**src/rtl/uart_rx_deserializer.sv**
```systemverilog
// uart_rx_deserializer: oversampling UART receiver core.
// Synchronizes rx, frames start/data/parity/stop bits and emits one byte per
// frame with parity and framing error flags.
// Optional build macro UART_RX_MAJORITY_VOTE_EN: each bit decision is the
// majority of three consecutive tick samples instead of a single sample.
module uart_rx_deserializer #(
  parameter int OVERSAMPLE = 16,
  parameter int DIV_WIDTH  = 16
) (
  input  logic                 clk,
  input  logic                 rst,
  input  logic                 rx,
  input  logic [DIV_WIDTH-1:0] clk_div,
  input  logic                 data_size,
  input  logic                 parity_en,
  input  logic [1:0]           parity_mode,
  input  logic                 stop_bit_size,
  output logic [7:0]           data,
  output logic                 valid,
  output logic                 parity_error,
  output logic                 frame_error,
  output logic                 busy
);

  localparam int SW = $clog2(OVERSAMPLE);
  localparam logic [SW-1:0] HALF_M1 = SW'(OVERSAMPLE / 2 - 1);
  localparam logic [SW-1:0] FULL_M1 = SW'(OVERSAMPLE - 1);

  typedef enum logic [2:0] {IDLE, START, DATA, PARITY, STOP1, STOP2} state_t;

  state_t               state;
  logic                 rx_m, rx_s;
  logic                 armed;
  logic [DIV_WIDTH-1:0] tick_cnt;
  logic [SW-1:0]        samp_cnt;
  logic [2:0]           bit_cnt;
  logic [7:0]           shreg;
  logic                 perr, ferr;

  // frame configuration, frozen for the duration of a frame
  logic [DIV_WIDTH-1:0] div_l;
  logic                 ds_l, pen_l, sb_l;
  logic [1:0]           pm_l;

  logic tick, samp_pt, bit_val, par_exp, fin;

  assign tick    = (state != IDLE) && (tick_cnt == div_l);
  assign samp_pt = tick && (samp_cnt == ((state == START) ? HALF_M1 : FULL_M1));
  assign fin     = samp_pt && ((state == STOP2) || ((state == STOP1) && !sb_l));

`ifdef UART_RX_MAJORITY_VOTE_EN
  // rx_s captured on the two ticks preceding the current one
  logic [1:0] hist;
  assign bit_val = (hist[1] & hist[0]) | (hist[1] & rx_s) | (hist[0] & rx_s);

  // tick-rate history of the line; zeroed at start since the line just fell
  always_ff @(posedge clk) begin
    if (rst)                           hist <= 2'b11;
    else if (state == IDLE && armed && !rx_s) hist <= 2'b00;
    else if (tick)                     hist <= {hist[0], rx_s};
  end
`else
  assign bit_val = rx_s;
`endif

  // expected parity bit over the received data bits (bit7 is 0 in 7-bit mode)
  always_comb begin
    par_exp = 1'b0;
    case (pm_l)
      2'b11:   par_exp = ~^shreg;
      2'b10:   par_exp = ^shreg;
      2'b01:   par_exp = 1'b1;
      default: par_exp = 1'b0;
    endcase
  end

  // synchronizer, tick generator, framing FSM and registered outputs
  always_ff @(posedge clk) begin
    if (rst) begin
      rx_m <= 1'b1; rx_s <= 1'b1;
      state <= IDLE; armed <= 1'b0; busy <= 1'b0;
      tick_cnt <= '0; samp_cnt <= '0; bit_cnt <= '0;
      shreg <= '0; perr <= 1'b0; ferr <= 1'b0;
      div_l <= '0; ds_l <= 1'b0; pen_l <= 1'b0; pm_l <= 2'b00; sb_l <= 1'b0;
      data <= '0; valid <= 1'b0; parity_error <= 1'b0; frame_error <= 1'b0;
    end else begin
      rx_m  <= rx;
      rx_s  <= rx_m;
      valid <= 1'b0;

      if (state == IDLE || tick) tick_cnt <= '0;
      else                       tick_cnt <= tick_cnt + 1'b1;

      if (tick) samp_cnt <= samp_pt ? '0 : samp_cnt + 1'b1;

      case (state)
        IDLE: begin
          samp_cnt <= '0;
          bit_cnt  <= '0;
          if (rx_s) armed <= 1'b1;
          if (armed && !rx_s) begin
            state <= START; busy <= 1'b1; armed <= 1'b0;
            div_l <= clk_div; ds_l <= data_size; pen_l <= parity_en;
            pm_l <= parity_mode; sb_l <= stop_bit_size;
          end
        end
        START: if (samp_pt) begin
          if (bit_val) begin
            state <= IDLE; busy <= 1'b0;
          end else begin
            state <= DATA; bit_cnt <= '0;
            shreg <= '0; perr <= 1'b0; ferr <= 1'b0;
          end
        end
        DATA: if (samp_pt) begin
          shreg[bit_cnt] <= bit_val;
          if (bit_cnt == (ds_l ? 3'd7 : 3'd6)) state <= pen_l ? PARITY : STOP1;
          else                                 bit_cnt <= bit_cnt + 1'b1;
        end
        PARITY: if (samp_pt) begin
          perr  <= (bit_val != par_exp);
          state <= STOP1;
        end
        STOP1: if (samp_pt) begin
          if (!bit_val) ferr <= 1'b1;
          if (sb_l) state <= STOP2;
        end
        default: ;
      endcase

      // finish at the mid-stop sample so the next start edge is never missed
      if (fin) begin
        state        <= IDLE;
        busy         <= 1'b0;
        valid        <= 1'b1;
        data         <= shreg;
        parity_error <= perr;
        frame_error  <= ferr | ~bit_val;
      end
    end
  end

endmodule
```
**config.mk**
```make
export PLATFORM = sky130hd
export DESIGN_NAME = uart_rx_deserializer
export DESIGN_NICKNAME = d
export VERILOG_FILES = /design/src/rtl/uart_rx_deserializer.sv
export SDC_FILE = /design/constraint.sdc
export NUM_CORES = 1
export LEC_CHECK = 0
export ABC_CLOCK_PERIOD_IN_PS = 2700
export CAP_MARGIN = 20
export CORE_UTILIZATION = 35
export DETAILED_ROUTE_END_ITERATION = 16
export HOLD_SLACK_MARGIN = 0.06
export PLACE_DENSITY_LB_ADDON = 0.1
export SLEW_MARGIN = 40
export SYNTH_ARGS = -nofsm -noshare
export SYNTH_HDL_FRONTEND = slang
export SYNTH_SLANG_ARGS = --single-unit
export TNS_END_PERCENT = 20
```
**constraint.sdc**
```tcl
create_clock -name clk -period 2.7 [get_ports clk]
set_input_delay 0.54 -clock clk [delete_from_list [all_inputs] [get_ports clk]]
set_output_delay 0.54 -clock clk [all_outputs]
set_load 0.02 [all_outputs]
```
==> results by group <==
Clock tree
  – Total CTS buffers: 9
  – Setup Buffers After CTS: 0
  – CTS sink cnt: 72
  – Cts hold-fix bufs: 0
  – Post-cts repair resize count: 0
  – Clock Tree Buf Depth: 2
  – Clk_lat worst skew: 0.35 ns
  – Htree depth: 3
  – Clk root buf: clkbuf_8
  – CTS tree: done
  – Clk slew on worst S/H paths: 0.08 ns

Route
  – WL/cell: 14.3 µm
  – Vias/cell: 5.06
  – DR DRC count: 0
  – Via count: 2780
  – Initial DRC count: 78
  – DRT antenna net count: 0
  – First-pass iteration count of the detailed router: 4
  – Final WL: 7.83 mm

Power and ir drop
  – Overall power: 2.09 mW
  – Switch share: 0.231
  – Worst vdd ir: 0.321 mV
  – Pint: 1.61 mW
  – Combinational power share: 0.059
  – Reg power frac: 0.516
  – P_leak: 1.35 nW
  – PwrDens: 520 mW/mm²
  – Clock share of power: 0.425
  – Psw: 0.483 mW

Worst setup path
  – Worst R2R Start: samp_cnt[3]
  – Critical path class: flop to flop
  – Slowest cell on crit path: or4b_1
  – Startpoint types: flop
  – Critical-path maximum fanout: 14
  – Cell Chain, Critical Path: or4b_1 > a21oi_2 > or3b_1 > nor4_4 > buf_4 > mux2i_1 > nor2_1
  – Worst r2r dst: data[1]
  – Worst Reg-to-Reg Cells: 7
  – Worst EP required: 2.93 ns
  – Crit. End Element: flop
  – R2r setup slk: 0.29 ns
  – Worst setup startpoint: samp_cnt[3]
  – Max stage delay on crit path: 0.55 ns
  – Critical path arrival: 2.64 ns

Synthesis
  – Sequential-to-total area share from yosys stat: 0.435
  – Number of flops mapped to enable cells by yosys: 0
  – Post-synthesis mux area share: 0.0332
  – Adder-cell share of the synthesized area: 0.0113
  – Synth Flop Type: dfxtp_1
  – Yosys warns: 0
  – Post-Syn Instances: 396
  – Post-synth net total: 423
  – Compound-cell area share of the yosys netlist: 0.132
  – Syn Area/Cell: 8.37 µm²
  – Main combinational cell family by area after synthesis: simple AND/OR/NAND/NOR gates
  – Simple-Gate Fraction of Synth Area: 0.238
  – Async set-reset flop share out of synthesis: 0
  – FF+latch count, synth: 72
  – Cell variety after synth: 50
  – Synth Area in XOR/XNOR: 0.106
  – Mapped cell area: 0.00332 mm²

Die
  – Initial Util: 0.361
  – Core area: 0.00920 mm²
  – Die area: 0.00987 mm²
  – # rows: 35
  – Die Width: 99.3 µm
  – Die Ht: 99.3 µm
  – Num ports: 36

Timing
  – Setup violators final: 0
  – Setup TNS: 0 ns
  – Slew at the pin closest to its max-slew limit: 0.769 ns
  – Final period util: 0.891
  – Tmin final: 2.41 ns
  – Fmax: 0.415 GHz
  – Pins over their slew limit: 0
  – Final Hold Viols: 0
  – Hold WS: 0.442 ns
  – Slew Limit Headroom: 0.486
  – Layout Skew: 0.0116 ns
  – Unrepaired setup endpoints after global routing: false

Place
  – Dpl cells: 533
  – PortBufs: 35
  – Routability Congestion: 0.816
  – Post-DP HPWL: 5.63 mm

Global route
  – GR Util All Layers: 0.174
  – GRT met2 Usage: 0.300
  – Gr busiest metal: met2
  – Pin count of the biggest net entering global routing: 25
  – Vias in the first global route: 2715
  – GRT overflow: 0
  – Antenna violations before repair: 0
  – Met1 Track Usage GR: 0.218
  – First-pass GRT wire length: 13.5 mm
  – Met3 Use GR: 0.0464

Layout
  – Final Non-Filler Cells: 549
  – Reg area: 0.00144 mm²
  – Share of layout cells above drive strength 1: 0.0959
  – Area of the multi-input gates: 0.00173 mm²
  – Most frequent cells in the layout: 72 x dfxtp_1, 63 x nand2_1, 35 x clkdlybuf4s50_1, 34 x nor2_1, 32 x a21oi_1
  – Antenna cells: 0
  – # fillers: 960
  – Net count reported at finish: 460
  – Commonest non-fill, non-tap cell in the layout: dfxtp_1
  – Area growth syn-to-layout: 21.4%

Hold path
  – Worst Hold Launch: rx_m
  – Hold Path Depth: 1
  – Worst hold endpoint: bit_val
  – Worst hold-check path type: flop to flop

Outcome
  – Status: complete, no violations

Run
  – Max Cap Viol: 0
[cell families (layout without fill, tap and decap cells)]
family / Yosys count / in the layout
xor gates and xnor gates: 40 / 40
DFF: 72 / 72
buffers and inverters: 35 / 77
adders and majority gates: 3 / 3
AOI/OAI and AO/OA: 74 / 74
muxes: 11 / 11
and+or+nand+nor: 161 / 161
[layer usage]
layer / part of all wire / routed length, µm / up-vias
met5: 0 / 0 / -
met4: 0.0096 / 75 / 0
met3: 0.023 / 184 / 6
met2: 0.49 / 3840 / 31
met1: 0.48 / 3740 / 1312
li1: - / - / 1431
[synthesized netlist by cell type, drive strengths merged, types with 3 or more instances]
master | count | area (µm²)
clkbuf | 22 | 82.6
nor3 | 8 | 40.0
and3 | 4 | 25.0
o31ai | 3 | 22.5
nor2 | 34 | 128
a21oi | 33 | 169
nand3 | 13 | 65.1
dfxtp | 72 | 1440
or3 | 4 | 25.0
nand4 | 8 | 50.1
inv | 9 | 33.8
mux2i | 11 | 110
or2 | 4 | 25.0
a31oi | 7 | 43.8
o21ai | 17 | 85.1
xor2 | 12 | 105
nor4 | 5 | 52.6
nand2 | 63 | 236
xnor2 | 28 | 245
or3b | 3 | 26.3
and2 | 4 | 25.0
ha | 3 | 37.5
buf | 4 | 32.5
[flip-flops by register name, summed over array words and instances (netlist names)]
register      count
armed             1
bit_cnt           3
bit_val           1
busy              1
data              8
div_l            16
ds_l              1
ferr              1
frame_error       1
parity_error      1
pen_l             1
perr              1
pm_l              2
rx_m              1
samp_cnt          4
sb_l              1
shreg             8
state             3
tick_cnt         16
valid             1
[layout make-up]
type	count	share of cell area
clock inverter	5	0.0137
inverter	9	0.00840
clock buffer	11	0.0376
tap	111	0.0345
sequential	72	0.358
timing repair buffer	52	0.119
multi-input combinational	289	0.429
[worst max path at each step]
stage | to | slack [ns] | depth (start not counted)
3_5_place_dp | data[0] | 0.30 | 7
6_report | data[1] | 0.29 | 7
5_1_grt | frame_error | 0.08 | 7
2_1_floorplan | data[1] | 0.23 | 8
3_3_place_gp | data[5] | 0.29 | 7
4_1_cts | data[1] | 0.28 | 7
[metrics by stage]
step	util	setup WS, ns	cell area, µm²
floorplan	-	0.227	3320
global placement	0.415	0.288	3820
detailed placement	0.415	0.298	3820
CTS	0.438	0.284	4020
global route	0.438	0.0810	4020
finish	0.438	0.293	4020
[power groups by stage]
stage,Clock [mW],Combinational (mW),Sequential [mW]
after global placement,0,0.123,1.10
after detailed placement,0,0.124,1.10
after global routing,0.956,0.136,1.08
final,0.889,0.124,1.08
after CTS,0.911,0.124,1.08
after floorplan,0,0.0629,1.10
[worst max-delay path: cells and delay by family (launching register included)]
family / cells / cell delay (ns)
compound gates: 1 / 0.18
flops: 1 / 0.36
mux: 1 / 0.21
buf+inv: 1 / 0.29
simple gates: 4 / 1.25
No activity file was read; power rests on OpenSTA's default activity.
